## config.mk

```make
export PLATFORM = sky130hd
export DESIGN_NAME = beat_trigger_ctrl
export DESIGN_NICKNAME = d
export VERILOG_FILES = /design/src/rtl/beat_trigger_ctrl.sv
export SDC_FILE = /design/constraint.sdc
export NUM_CORES = 1
export LEC_CHECK = 0
export ABC_AREA = 1
export BUFFER_PORTS_ARGS = -buffer_cell sky130_fd_sc_hd__buf_4
export CAP_MARGIN = 20
export CORE_MARGIN = 2
export CORE_UTILIZATION = 50
export DETAILED_ROUTE_END_ITERATION = 10
export MAX_ROUTING_LAYER = met4
export PLACE_DENSITY = 0.69
export SYNTH_ARGS = -nofsm -noshare
export SYNTH_HDL_FRONTEND = slang
export SYNTH_SLANG_ARGS = --single-unit
export TNS_END_PERCENT = 50
```

## constraint.sdc

```tcl
create_clock -name clk -period 1.7 [get_ports clk]
set_input_delay 0.255 -clock clk [delete_from_list [all_inputs] [get_ports clk]]
set_output_delay 0.255 -clock clk [all_outputs]
set_load 0.05 [all_outputs]
```

## src/rtl/beat_trigger_ctrl.sv

```systemverilog
// Turns each new beat into one 4-phase req/ack transaction to playback, followed by a refractory holdoff.
// Outputs registered (req one cycle after the sampled edge); beats arriving while busy are dropped and flagged.
module beat_trigger_ctrl #(
  parameter int HOLDOFF_CYCLES = 2500000,
  parameter int ACK_TIMEOUT    = 1000000,
  parameter int CNT_W          = 16
) (
  input  logic             clk,
  input  logic             rst,
  input  logic             beat_en,
  input  logic [1:0]       beat_intensity,
  input  logic             play_ack,
  output logic             play_req,
  output logic [1:0]       play_level,
  output logic [CNT_W-1:0] beat_count,
  output logic             busy,
  output logic             dropped,
  output logic             timeout_err
);

  typedef enum logic [1:0] {IDLE, REQ, REL, HOLDOFF} state_t;

  localparam logic [23:0] TO_LAST = 24'(ACK_TIMEOUT - 1);
  localparam logic [23:0] HO_LAST = 24'(HOLDOFF_CYCLES - 1);

  state_t      state;
  logic [23:0] timer;
  logic        en_q;
  logic        evt;

  assign evt = beat_en & ~en_q & (beat_intensity != 2'd0);

  always_ff @(posedge clk or negedge rst) begin
    if (!rst) begin
      state       <= IDLE;
      timer       <= '0;
      en_q        <= 1'b0;
      play_req    <= 1'b0;
      play_level  <= 2'd0;
      beat_count  <= '0;
      busy        <= 1'b0;
      dropped     <= 1'b0;
      timeout_err <= 1'b0;
    end else begin
      en_q        <= beat_en;
      timeout_err <= 1'b0;
      // Any edge seen outside IDLE is rejected, including the HOLDOFF->IDLE cycle.
      dropped     <= evt && (state != IDLE);

      case (state)
        IDLE: begin
          if (evt) begin
            state      <= REQ;
            busy       <= 1'b1;
            play_req   <= 1'b1;
            play_level <= beat_intensity;
            beat_count <= beat_count + CNT_W'(1);
            timer      <= '0;
          end
        end

        REQ: begin
          if (play_ack) begin
            play_req <= 1'b0;
            state    <= REL;
            timer    <= '0;
          end else if (timer == TO_LAST) begin
            play_req    <= 1'b0;
            timeout_err <= 1'b1;
            state       <= HOLDOFF;
            timer       <= HO_LAST;
          end else begin
            timer <= timer + 24'd1;
          end
        end

        REL: begin
          if (!play_ack) begin
            state <= HOLDOFF;
            timer <= HO_LAST;
          end else if (timer == TO_LAST) begin
            timeout_err <= 1'b1;
            state       <= HOLDOFF;
            timer       <= HO_LAST;
          end else begin
            timer <= timer + 24'd1;
          end
        end

        HOLDOFF: begin
          if (timer == 24'd0) begin
            state <= IDLE;
            busy  <= 1'b0;
          end else begin
            timer <= timer - 24'd1;
          end
        end

        default: begin
          state    <= IDLE;
          busy     <= 1'b0;
          play_req <= 1'b0;
          timer    <= '0;
        end
      endcase
    end
  end

endmodule

```

==> summary.md, run 1 <==
| Metric | Value |
|---|---|
| FMAX | 556 MHz |
| Internal | 4.99 mW |
| Final Non-Filler Cells | 812 |
| Synth Net Count | 607 |
| Clock slew at reported path FFs | 0.10 ns |
| CTS tree | yes |
| Crit path largest cell delay | 0.37 ns |
| Top post-synthesis cells by area | dfrtp_1, nand2_1, nand3_1 |
| Fin Setup TNS | -0.813 ns |
| Post-route setup slack | -0.0996 ns |
| Mapped cell area | 3870 um2 |
| Vias | 4457 |
| Routability cong. | 0.972 |
| Cell chain of the critical path | buf_6 -> ha_4 -> nand2_4 -> nor2_4 -> nand2_4 -> nor2_4 -> nand3_4 -> nand2_8 -> inv_8 -> nand3_2 -> nand2_2 -> nand2_1 -> nand2_1 |
| Post-DP HPWL | 8660 um |
| Vias in the first global route | 4359 |
| Total gr overflow | 0 |
| Relative slew slack | 0.544 |
| GR Util met3 | 0.0477 |
| Row Count | 32 |
| ANT cells | 0 |
| Pwr/cell area | 1970 nW/um2 |
| DRC viols | 0 |
| Leak | 2.76 nW |
| Drt first pass iters | 6 |
| Initial Utilization | 0.509 |
| Final hold violations | 0 |
| Max cap viols | 0 |
| Syn. warnings | 0 |
| Yosys top cell area share | 0.316 |
| Synth-to-Final Area Change | 41.3% |
| Crit-path slowest cell | dfrtp_1 |
| Setup WS pre-CTS | -0.389 ns |
| Clock sink count | 49 |
| Initial antenna violation count | 0 |
| Full die area | 8470 um2 |
| Post-layout util | 0.720 |
| Startpoint types | register |
| Worst r2r path cells | 13 |
| Nets@finish | 724 |
| Main synth FF type | dfrtp_1 |
| CP top delay family | simple AND/OR/NAND/NOR gates |
| Failing checks | negative setup slack |
| Share of power burned in registers | 0.163 |
| CTS Buffer Depth | 2 |
| Period minus WS final | 1.80 ns |
| Drt total wl | 13000 um |
| Hold path endpoint | en_q$_DFF_PN0_ |
| Wire length per cell | 16.0 um |
| Synth cell types | 30 |
| Vias per inst | 5.49 |
| GR Layer Usage met1 | 0.384 |
| Status | finished with violations |
| CORE AREA | 7610 um2 |
| Worst Hold Depth | 1 |
| Logic pwr share | 0.763 |
| IO Port Bufs | 27 |
| Maximum vdd ir drop | 1200 uV |
| Post-synth EDFFs | 0 |
| Fraction of layout cells with a size suffix above 1 | 0.355 |
| Worst r2r src | timer[1]$_DFFE_PN0P_ |
| Pin count of the biggest net entering global routing | 50 |
| GRT Total Usage | 0.310 |
| Sequential area share after synthesis | 0.316 |
| # IOs | 28 |
| Async S/R FF share, synth | 1.00 |
| H-tree levels | 2 |
| Root Driver | clkbuf_8 |
| Arr. time, crit path | 2.02 ns |
| Clk_lat worst skew | 0.32 ns |
| NetSw | 5.78 mW |
| Crit Path Category | register to register |
| Top-count cell post-synth | nand2_1 |
| Post-synth top area cell | dfrtp_1 |
| CP Buf/Inv Count | 2 |
| RSZ-0062 raised after global routing | true |
| Post-route design area | 5480 um2 |
| Mapped Avg Cell Area | 6.55 um2 |
| Final slew viol count | 0 |
| # setup viols final | 24 |
| Worst-Margin Slew | 0.685 ns |
| Synth Instances | 592 |
| Sw Share | 0.537 |
| Path type of the worst min-delay path | input port to register |
| Post-route ant nets | 0 |
| Critical Path Fanout Max | 8 |
| Synth Register Bits | 49 |
| Clock power share | 0.074 |
| Commonest cells post-synth | nand2_1, nand3_1, nor2_1 |
| Final Skew | 0.0123 ns |
| Die Span Y | 92.0 um |
| First-pass GRT wire length | 20300 um |
| Worst R2R Setup Slack | -0.1 ns |
| R2r endpoint | timer[19]$_DFFE_PN0P_ |
| Tcrit/Tclk final | 1.06 |
| Required @ worst endpoint | 1.92 ns |
| Cell total after placement | 787 |
| Placed Area | 4730 um2 |
| Capturing element type of the critical path | register |
| GRT busiest layer | met2 |
| Min-delay src | beat_en |
| Num CTS Buffers | 5 |
| Routing usage on met2 | 0.513 |
| 1st-iter DRT viols | 383 |
| Die Span X | 92.0 um |
## worst max-delay path by stage
stage	slack, ns	cells past startpoint	from	endpoint
floorplan	0.0002	8	state[0]$_DFFE_PN0P_	beat_count[12]$_DFFE_PN0P_
global placement	-0.35	13	timer[0]$_DFFE_PN0P_	timer[19]$_DFFE_PN0P_
detailed placement	-0.39	13	timer[0]$_DFFE_PN0P_	timer[19]$_DFFE_PN0P_
CTS	-0.05	13	timer[1]$_DFFE_PN0P_	timer[19]$_DFFE_PN0P_
global route	-0.17	11	timer[0]$_DFFE_PN0P_	timer[20]$_DFFE_PN0P_
finish	-0.1	13	timer[1]$_DFFE_PN0P_	timer[19]$_DFFE_PN0P_
## worst reg2reg max path, cell delays in order, from the launching register on
cell	delay, ns
dfrtp_1	0.37
buf_6	0.13
ha_4	0.16
nand2_4	0.06
nor2_4	0.12
nand2_4	0.09
nor2_4	0.14
nand3_4	0.16
nand2_8	0.17
inv_8	0.06
nand3_2	0.08
nand2_2	0.05
nand2_1	0.05
nand2_1	0.06
## power groups by stage
stage | sequential [mW] | clock [mW] | combinational, mW
floorplan | 2.06 | 0 | 3.80
global placement | 1.74 | 0 | 6.43
detailed placement | 1.76 | 0 | 6.54
CTS | 1.74 | 0.802 | 6.98
global route | 1.79 | 0.864 | 8.85
finish | 1.75 | 0.800 | 8.21
## cell usage in the layout (no fill, tap or decap), types with 7 or more instances in the layout
cell type and instances:
nand2_1 181, xor2_1 18, nor2_1 39, nand4_1 10, nand3_1 48, buf_4 112, nand2_2 16, buf_6 13
nor2_4 28, o21ai_1 23, inv_1 49, dfrtp_1 49, a21oi_1 7, nand2_4 9, xnor2_1 8, nor2_2 19
o21ai_0 12, nand3_2 15
## stage by stage
| stage | hold slack (ns) | power, mW |
|---|---|---|
| 2_1_floorplan | -0.0406 | 5.87 |
| 3_3_place_gp | 0.323 | 8.17 |
| 4_1_cts | 0.0438 | 9.52 |
| 3_5_place_dp | 0.329 | 8.29 |
| 6_report | 0.0500 | 10.8 |
| 5_1_grt | 0.0379 | 11.5 |
## layer usage
| layer | vias up | routed length, um |
|---|---|---|
| met2 | 229 | 6380 |
| met5 | - | 0 |
| li1 | 2108 | - |
| met4 | 0 | 472 |
| met3 | 57 | 1050 |
| met1 | 2063 | 5130 |
## registers in the layout, summed over array words and instances, names as in the netlist
| name | count |
|---|---|
| beat_count | 16 |
| busy | 1 |
| dropped | 1 |
| en_q | 1 |
| play_level | 2 |
| play_req | 1 |
| state | 2 |
| timeout_err | 1 |
| timer | 24 |
## repair_timing
| item | in CTS | in global routing |
|---|---|---|
| cloned | 1 | 0 |
| gates resized for setup | 45 | 104 |
| pin swaps | 14 | 39 |
| endpoints found under the hold margin | 49 | 0 |
| hold buffers | 1 | 0 |
| setup buffers | 7 | 8 |
| setup endpoints to repair | 33 | 33 |
## cell families after synthesis
family                   count (synthesis)  share of synthesized area
AND/OR/NAND/NOR                        381                      0.440
buffers and inverters                   75                     0.0875
AO/OA/AOI/OAI                           52                     0.0678
flip-flops                              49                      0.316
XOR/XNOR                                26                     0.0588
adder cells (fa/ha/maj)                  9                     0.0291
## final cells by class
type                            count  area [um2]
Sequential cell                    49        1230
Timing Repair Buffer              127        1020
Clock buffer                        5        68.8
Inverter                           57         229
Multi-Input combinational cell    469        2780
Fill cell                         608        2130
Clock inverter                      3        28.8
Tap cell                          102         128
No activity file was read; power rests on OpenSTA's default activity.
==> run 2, diff against run 1 <==
Settings changed: PLACE_DENSITY 0.69 to not set, PLACE_DENSITY_LB_ADDON set to 0.12.
==> summary.md, run 2 (synthesis gave the netlist of run 1 again) <==
| Metric | Value |
|---|---|
| Vias | 4386 (-1.6%) |
| Crit-path slowest cell | dfrtp_2 |
| Capturing element type of the critical path | register |
| Worst r2r src | timer[0]$_DFFE_PN0P_ |
| Cell mode on critical path | nand2_1 |
| Crit path largest cell delay | 0.46 ns (+0.09 ns) |
| CP top delay family | simple AND/OR/NAND/NOR gates |
| Period minus WS final | 1.77 ns (-0.0314 ns) |
| Pwr/cell area | 1900 nW/um2 (-3.3%) |
| M1 WL | 5160 um (+0.58%) |
| Vias per inst | 5.43 (-1.1%) |
| CP Buf/Inv Count | 1 (-1) |
| Worst R2R Setup Slack | -0.07 ns (+0.03 ns) |
| Fill cells | 625 (+2.8%) |
| Full die area | 8470 um2 (unchanged) |
| CTS Buffer Depth | 2 (unchanged) |
| Post-DP HPWL | 8540 um (-1.4%) |
| Clk_lat worst skew | 0.31 ns (about the same) |
| Final slew viol count | 0 (unchanged) |
| Final Non-Filler Cells | 808 (-0.49%) |
| GRT Total Usage | 0.292 (-0.0174) |
| Path type of the worst min-delay path | input port to register |
| H-tree levels | 2 (unchanged) |
| 1st-iter DRT viols | 318 (-17%) |
| Critical Path Fanout Max | 8 (unchanged) |
| Total gr overflow | 0 (unchanged) |
| Arr. time, crit path | 1.98 ns (-0.04 ns) |
| Cell chain of the critical path | ha_4 -> nand2_4 -> nor2_4 -> nand2_4 -> nor2_4 -> nand3_4 -> nand2_8 -> inv_8 -> nand3_1 -> nand2_1 -> nand2_1 -> nand2_1 |
| RSZ-0062 raised after global routing | true |
| WL met2 | 6170 um (-3.4%) |
| Die Span X | 92.0 um (unchanged) |
| Fraction of layout cells with a size suffix above 1 | 0.343 (-0.0122) |
| Final hold violations | 0 (unchanged) |
| Required @ worst endpoint | 1.91 ns (about the same) |
| Clock sink count | 49 (unchanged) |
| Drt first pass iters | 8 (+2) |
| Startpoint types | register |
| Met3 wire length | 911 um (-13%) |
| Nets@finish | 720 (-0.55%) |
| Commonest cells after routing, fill and taps aside | nand2_1, buf_4, nand3_1, inv_1, nor2_1 |
| FMAX | 566 MHz (+1.8%) |
| Maximum vdd ir drop | 1230 uV (+2.1%) |
| Max cap viols | 0 (unchanged) |
| Post-route setup slack | -0.0682 ns (+0.0314 ns) |
| First-pass GRT wire length | 19300 um (-5.1%) |
| # setup viols final | 24 (unchanged) |
| Relative slew slack | 0.547 (+0.00314) |
| R2r endpoint | timer[22]$_DFFE_PN0P_ |
| Highest metal used | met4 |
| Initial antenna violation count | 0 (unchanged) |
| Total power | 10.2 mW (-5.7%) |
| Worst-Margin Slew | 0.680 ns (-0.00472 ns) |
| Min-delay src | beat_en |
| Die Span Y | 92.0 um (unchanged) |
| Number of flip-flops in the largest register | 24 (unchanged) |
| Row Count | 32 (unchanged) |
| ANT cells | 0 (unchanged) |
| Drt total wl | 12600 um (-3.4%) |
| Crit Path Category | register to register |
| Pin count of the biggest net entering global routing | 50 (unchanged) |
| Cell total after placement | 778 (-1.1%) |
| Root Driver | clkbuf_8 |
| Failing checks | negative setup slack |
| # IOs | 28 (unchanged) |
| Biggest register | timer |
| Synth-to-Final Area Change | 37.8% |
| Routability cong. | 0.906 (-6.8%) |
| Final Skew | 0.00417 ns (-0.00809 ns) |
| Status | finished with violations |
| DRC viols | 0 (unchanged) |
| CP startpoint | timer[0]$_DFFE_PN0P_ |
| Num CTS Buffers | 5 (unchanged) |
| Worst r2r path cells | 12 (-1) |
| Post-route ant nets | 0 (unchanged) |
| CORE AREA | 7610 um2 (unchanged) |
| Most common cell after layout, fill and taps aside | nand2_1 |
| Vias in the first global route | 4158 (-4.6%) |
| Worst Hold Depth | 1 (unchanged) |
| Wire length per cell | 15.6 um (-2.9%) |
| Post-layout util | 0.702 (-0.0178) |
| Tcrit/Tclk final | 1.04 (-0.0185) |
| Largest registers | timer: 24 flops, beat_count: 16 flops |
| Clock slew at reported path FFs | 0.10 ns (about the same) |
| Leak | 2.71 nW (-1.9%) |
| Initial Utilization | 0.509 (unchanged) |
| IO Port Bufs | 27 (unchanged) |
| CTS tree | yes |
| Hold path endpoint | en_q$_DFF_PN0_ |
run 2: cell types whose count changed in the layout (fill, tap and decap cells not counted), moves of 4 or more:
| cell | previous run | this run |
|---|---|---|
| a21oi_1 | 7 | 12 |
| a21oi_2 | 5 | 0 |
| buf_6 | 13 | 7 |
| dfrtp_1 | 49 | 35 |
| dfrtp_2 | 0 | 14 |
| inv_1 | 49 | 45 |
| nand2_1 | 181 | 186 |
| nand2_2 | 16 | 12 |
| nand3_1 | 48 | 58 |
| nand3_2 | 15 | 5 |
| nor2_4 | 28 | 24 |
run 2: how the worst max path moves through the flow:
stage / end / slack (ns) / cells after the start
after floorplan: beat_count[12]$_DFFE_PN0P_ / 0.0002 / 8
after global placement: timer[22]$_DFFE_PN0P_ / -0.07 / 10
after detailed placement: timer[19]$_DFFE_PN0P_ / -0.16 / 12
after CTS: timer[22]$_DFFE_PN0P_ / -0.02 / 12
after global routing: timer[16]$_DFFE_PN0P_ / -0.16 / 12
final: timer[22]$_DFFE_PN0P_ / -0.07 / 12
run 2: through the flow:
stage	worst slack [ns]	hold WS [ns]	area, um2	TNS [ns]
5_1_grt	-0.162	0.0472	5340	-2.65
4_1_cts	-0.0244	0.0442	4930	-0.148
2_1_floorplan	0.000169	-0.0406	3870	0
6_report	-0.0682	0.0479	5340	-0.693
3_5_place_dp	-0.155	0.338	4670	-2.78
3_3_place_gp	-0.0728	0.325	4670	-0.983
run 2: cell type report:
type	instances	area [um2]	share of cell area
multi-input cells	468	2650	0.496
flip-flops and latches	49	1240	0.233
repair buffers	124	985	0.184
inverters	57	240	0.0450
well taps	102	128	0.0239
clock buffers	5	68.8	0.0129
clock inverters	3	25.0	0.00468
run 2: timing repair:
item,CTS,global route
gates resized for setup,35,95
hold buffers,1,0
pin swaps,11,24
buffers inserted,5,16
hold endpoints to repair,38,0
endpoints found under the setup margin,27,34
run 2: metal layers:
metal	track usage	vias up
met5	-	-
met4	0.113	0
met3	0.0312	42
met2	0.492	198
met1	0.364	2048
li1	-	2098
run 2: where the power goes:
| part | internal, mW | leakage, nW | switching [mW] | total, mW |
|---|---|---|---|---|
| clock | 0.299 | 0.0447 | 0.460 | 0.759 |
| sequential | 1.51 | 0.632 | 0.486 | 2.00 |
| combinational | 2.95 | 2.03 | 4.45 | 7.40 |
==> run 3, diff against run 2 <==
Settings changed: CELL_PAD_IN_SITES_DETAIL_PLACEMENT set to 0, CELL_PAD_IN_SITES_GLOBAL_PLACEMENT set to 1, CORE_UTILIZATION 50 to 39, PLACE_DENSITY set to 0.77, PLACE_DENSITY_LB_ADDON 0.12 to not set.
==> summary.md, run 3 (synthesis gave the netlist of run 1 again) <==
| Metric | Value |
|---|---|
| # IOs | 28 (unchanged) |
| Die Span Y | 104 um (+13%) |
| Initial Utilization | 0.398 (-0.111) |
| Pwr/cell area | 1880 nW/um2 (-1.1%) |
| Post-route ant nets | 0 (unchanged) |
| Most common cell after layout, fill and taps aside | nand2_1 |
| Arr. time, crit path | 2.01 ns (+0.03 ns) |
| Final Skew | 0.0179 ns (+0.0138 ns) |
| Capturing element type of the critical path | register |
| # setup viols final | 24 (unchanged) |
| Wire length per cell | 14.9 um (-4.2%) |
| Cell total after placement | 828 (+6.4%) |
| Commonest cells after routing, fill and taps aside | nand2_1, buf_4, nand3_1, inv_1, dfrtp_1 |
| Crit Path Category | register to register |
| Vias | 4230 (-3.6%) |
| Final slew viol count | 0 (unchanged) |
| H-tree levels | 2 (unchanged) |
| 1st-iter DRT viols | 280 (-12%) |
| FMAX | 567 MHz (+0.24%) |
| Post-route setup slack | -0.0639 ns (+0.00423 ns) |
| Relative slew slack | 0.561 (+0.0147) |
| CORE AREA | 9730 um2 (+28%) |
| M1 WL | 5680 um (+10%) |
| First-pass GRT wire length | 20700 um (+7.2%) |
| Placed Area | 4840 um2 (+3.6%) |
| Initial antenna violation count | 0 (unchanged) |
| Fraction of layout cells with a size suffix above 1 | 0.338 (-0.00479) |
| GRT Total Usage | 0.244 (-0.0485) |
| Post-layout util | 0.555 (-0.147) |
| Worst-Margin Slew | 0.658 ns (-0.0220 ns) |
| Path type of the worst min-delay path | input port to register |
| RSZ-0062 raised after global routing | true |
| Required @ worst endpoint | 1.94 ns (+0.03 ns) |
| Nets@finish | 730 (+1.4%) |
| Crit path largest cell delay | 0.41 ns (-0.05 ns) |
| Pin count of the biggest net entering global routing | 50 (unchanged) |
| Highest metal used | met4 |
| Largest registers | timer: 24 flops, beat_count: 16 flops |
| Num CTS Buffers | 5 (unchanged) |
| ANT cells | 0 (unchanged) |
| Final hold violations | 0 (unchanged) |
| Failing checks | negative setup slack |
| Post-DP HPWL | 9190 um (+7.6%) |
| Max cap viols | 0 (unchanged) |
| Startpoint types | register |
| DRC viols | 0 (unchanged) |
| Total gr overflow | 0 (unchanged) |
| Critical Path Fanout Max | 3 (-5) |
| Met3 wire length | 772 um (-15%) |
| Synth-to-Final Area Change | 39.3% |
| Worst r2r path cells | 11 (-1) |
| Period minus WS final | 1.76 ns (-0.00423 ns) |
| Clock sink count | 49 (unchanged) |
| CTS tree | yes |
| Drt first pass iters | 5 (-3) |
| Biggest register | timer |
| Root Driver | clkbuf_8 |
| Drt total wl | 12700 um (+0.64%) |
| Maximum vdd ir drop | 989 uV (-20%) |
| Vias in the first global route | 4152 (-0.14%) |
| Final Non-Filler Cells | 849 (+5.1%) |
| Post-route design area | 5400 um2 (+1.1%) |
| Clk_lat worst skew | 0.32 ns (about the same) |
| Die Span X | 104 um (+13%) |
| IO Port Bufs | 27 (unchanged) |
| Crit-path slowest cell | dfrtp_1 |
| Row Count | 36 (+13%) |
| Clock slew at reported path FFs | 0.10 ns (about the same) |
| Status | finished with violations |
| Vias per inst | 4.98 (-8.2%) |
| CTS Buffer Depth | 2 (unchanged) |
| Leak | 2.74 nW (+0.95%) |
| Number of flip-flops in the largest register | 24 (unchanged) |
| Tcrit/Tclk final | 1.04 (-0.00249) |
| Cell chain of the critical path | inv_1 -> ha_1 -> nand2_2 -> nor2_4 -> nand3_4 -> buf_4 -> nand2_1 -> nand2_1 -> nor2_2 -> inv_1 -> o21ai_1 |
| Worst Hold Depth | 1 (unchanged) |
| Full die area | 10700 um2 (+27%) |
| Routability cong. | 0.902 (-0.51%) |
| WL met2 | 5930 um (-3.9%) |
-- run 3: through the flow --
| stage | hold WS, ns | total power, mW | setup TNS (ns) | setup slack [ns] |
|---|---|---|---|---|
| final | 0.0427 | 10.2 | -0.831 | -0.0639 |
| after floorplan | -0.0406 | 5.87 | 0 | 0.000169 |
| after CTS | 0.0340 | 9.64 | -1.31 | -0.0851 |
| after global routing | 0.0398 | 11.0 | -3.88 | -0.181 |
| after global placement | 0.325 | 8.39 | -6.88 | -0.374 |
| after detailed placement | 0.336 | 8.46 | -8.32 | -0.404 |
-- run 3: cell type report --
cell class	count	area, um2
Timing Repair inverter	1	8.76
Clock inverter	2	13.8
Sequential cell	49	1230
Multi-Input combinational cell	469	2630
Timing Repair Buffer	132	1050
Inverter	57	229
Clock buffer	6	72.6
Tap cell	133	166
Fill cell	970	4330
-- run 3: what timing repair did --
| item | CTS | global route |
|---|---|---|
| resized for setup | 51 | 64 |
| setup endpoints to repair | 35 | 36 |
| endpoints found under the hold margin | 48 | 0 |
| cloned | 1 | 1 |
| hold buffers | 1 | 0 |
| buffers inserted | 6 | 4 |
| pin swaps | 13 | 26 |
-- run 3: path summary, 6_finish.rpt --
check	slack (ns)	from	endpoint
min reg2reg	0.49	play_level[0]$_DFFE_PN0P_	play_level[0]$_DFFE_PN0P_
max reg2reg	-0.06	timer[0]$_DFFE_PN0P_	state[1]$_DFFE_PN0P_
min	0.04	beat_en	en_q$_DFF_PN0_
min in group asynchronous	0.53	rst	state[0]$_DFFE_PN0P_
max	-0.06	timer[0]$_DFFE_PN0P_	state[1]$_DFFE_PN0P_
max in group asynchronous	0.72	rst	timer[2]$_DFFE_PN0P_
-- run 3: metal layers --
layer  vias to the layer above  global-route usage
li1                       2117                   -
met1                      1962               0.320
met2                       129               0.390
met3                        22              0.0371
met4                         0              0.0763
met5                         -                   -
-- run 3: worst max-delay path: cells and delay by family, from the launching register on --
kind / cells / cell delay (ns)
buffers and inverters: 3 / 0.29
AO/OA/AOI/OAI: 1 / 0.16
adder cells (fa/ha/maj): 1 / 0.16
flip-flops: 1 / 0.41
AND/OR/NAND/NOR: 6 / 0.68
-- run 3: where the power goes --
group / switching, mW / internal [mW] / leakage (nW)
clock network: 0.432 / 0.295 / 0.0456
registers: 0.280 / 1.49 / 0.652
logic: 4.67 / 2.99 / 2.04
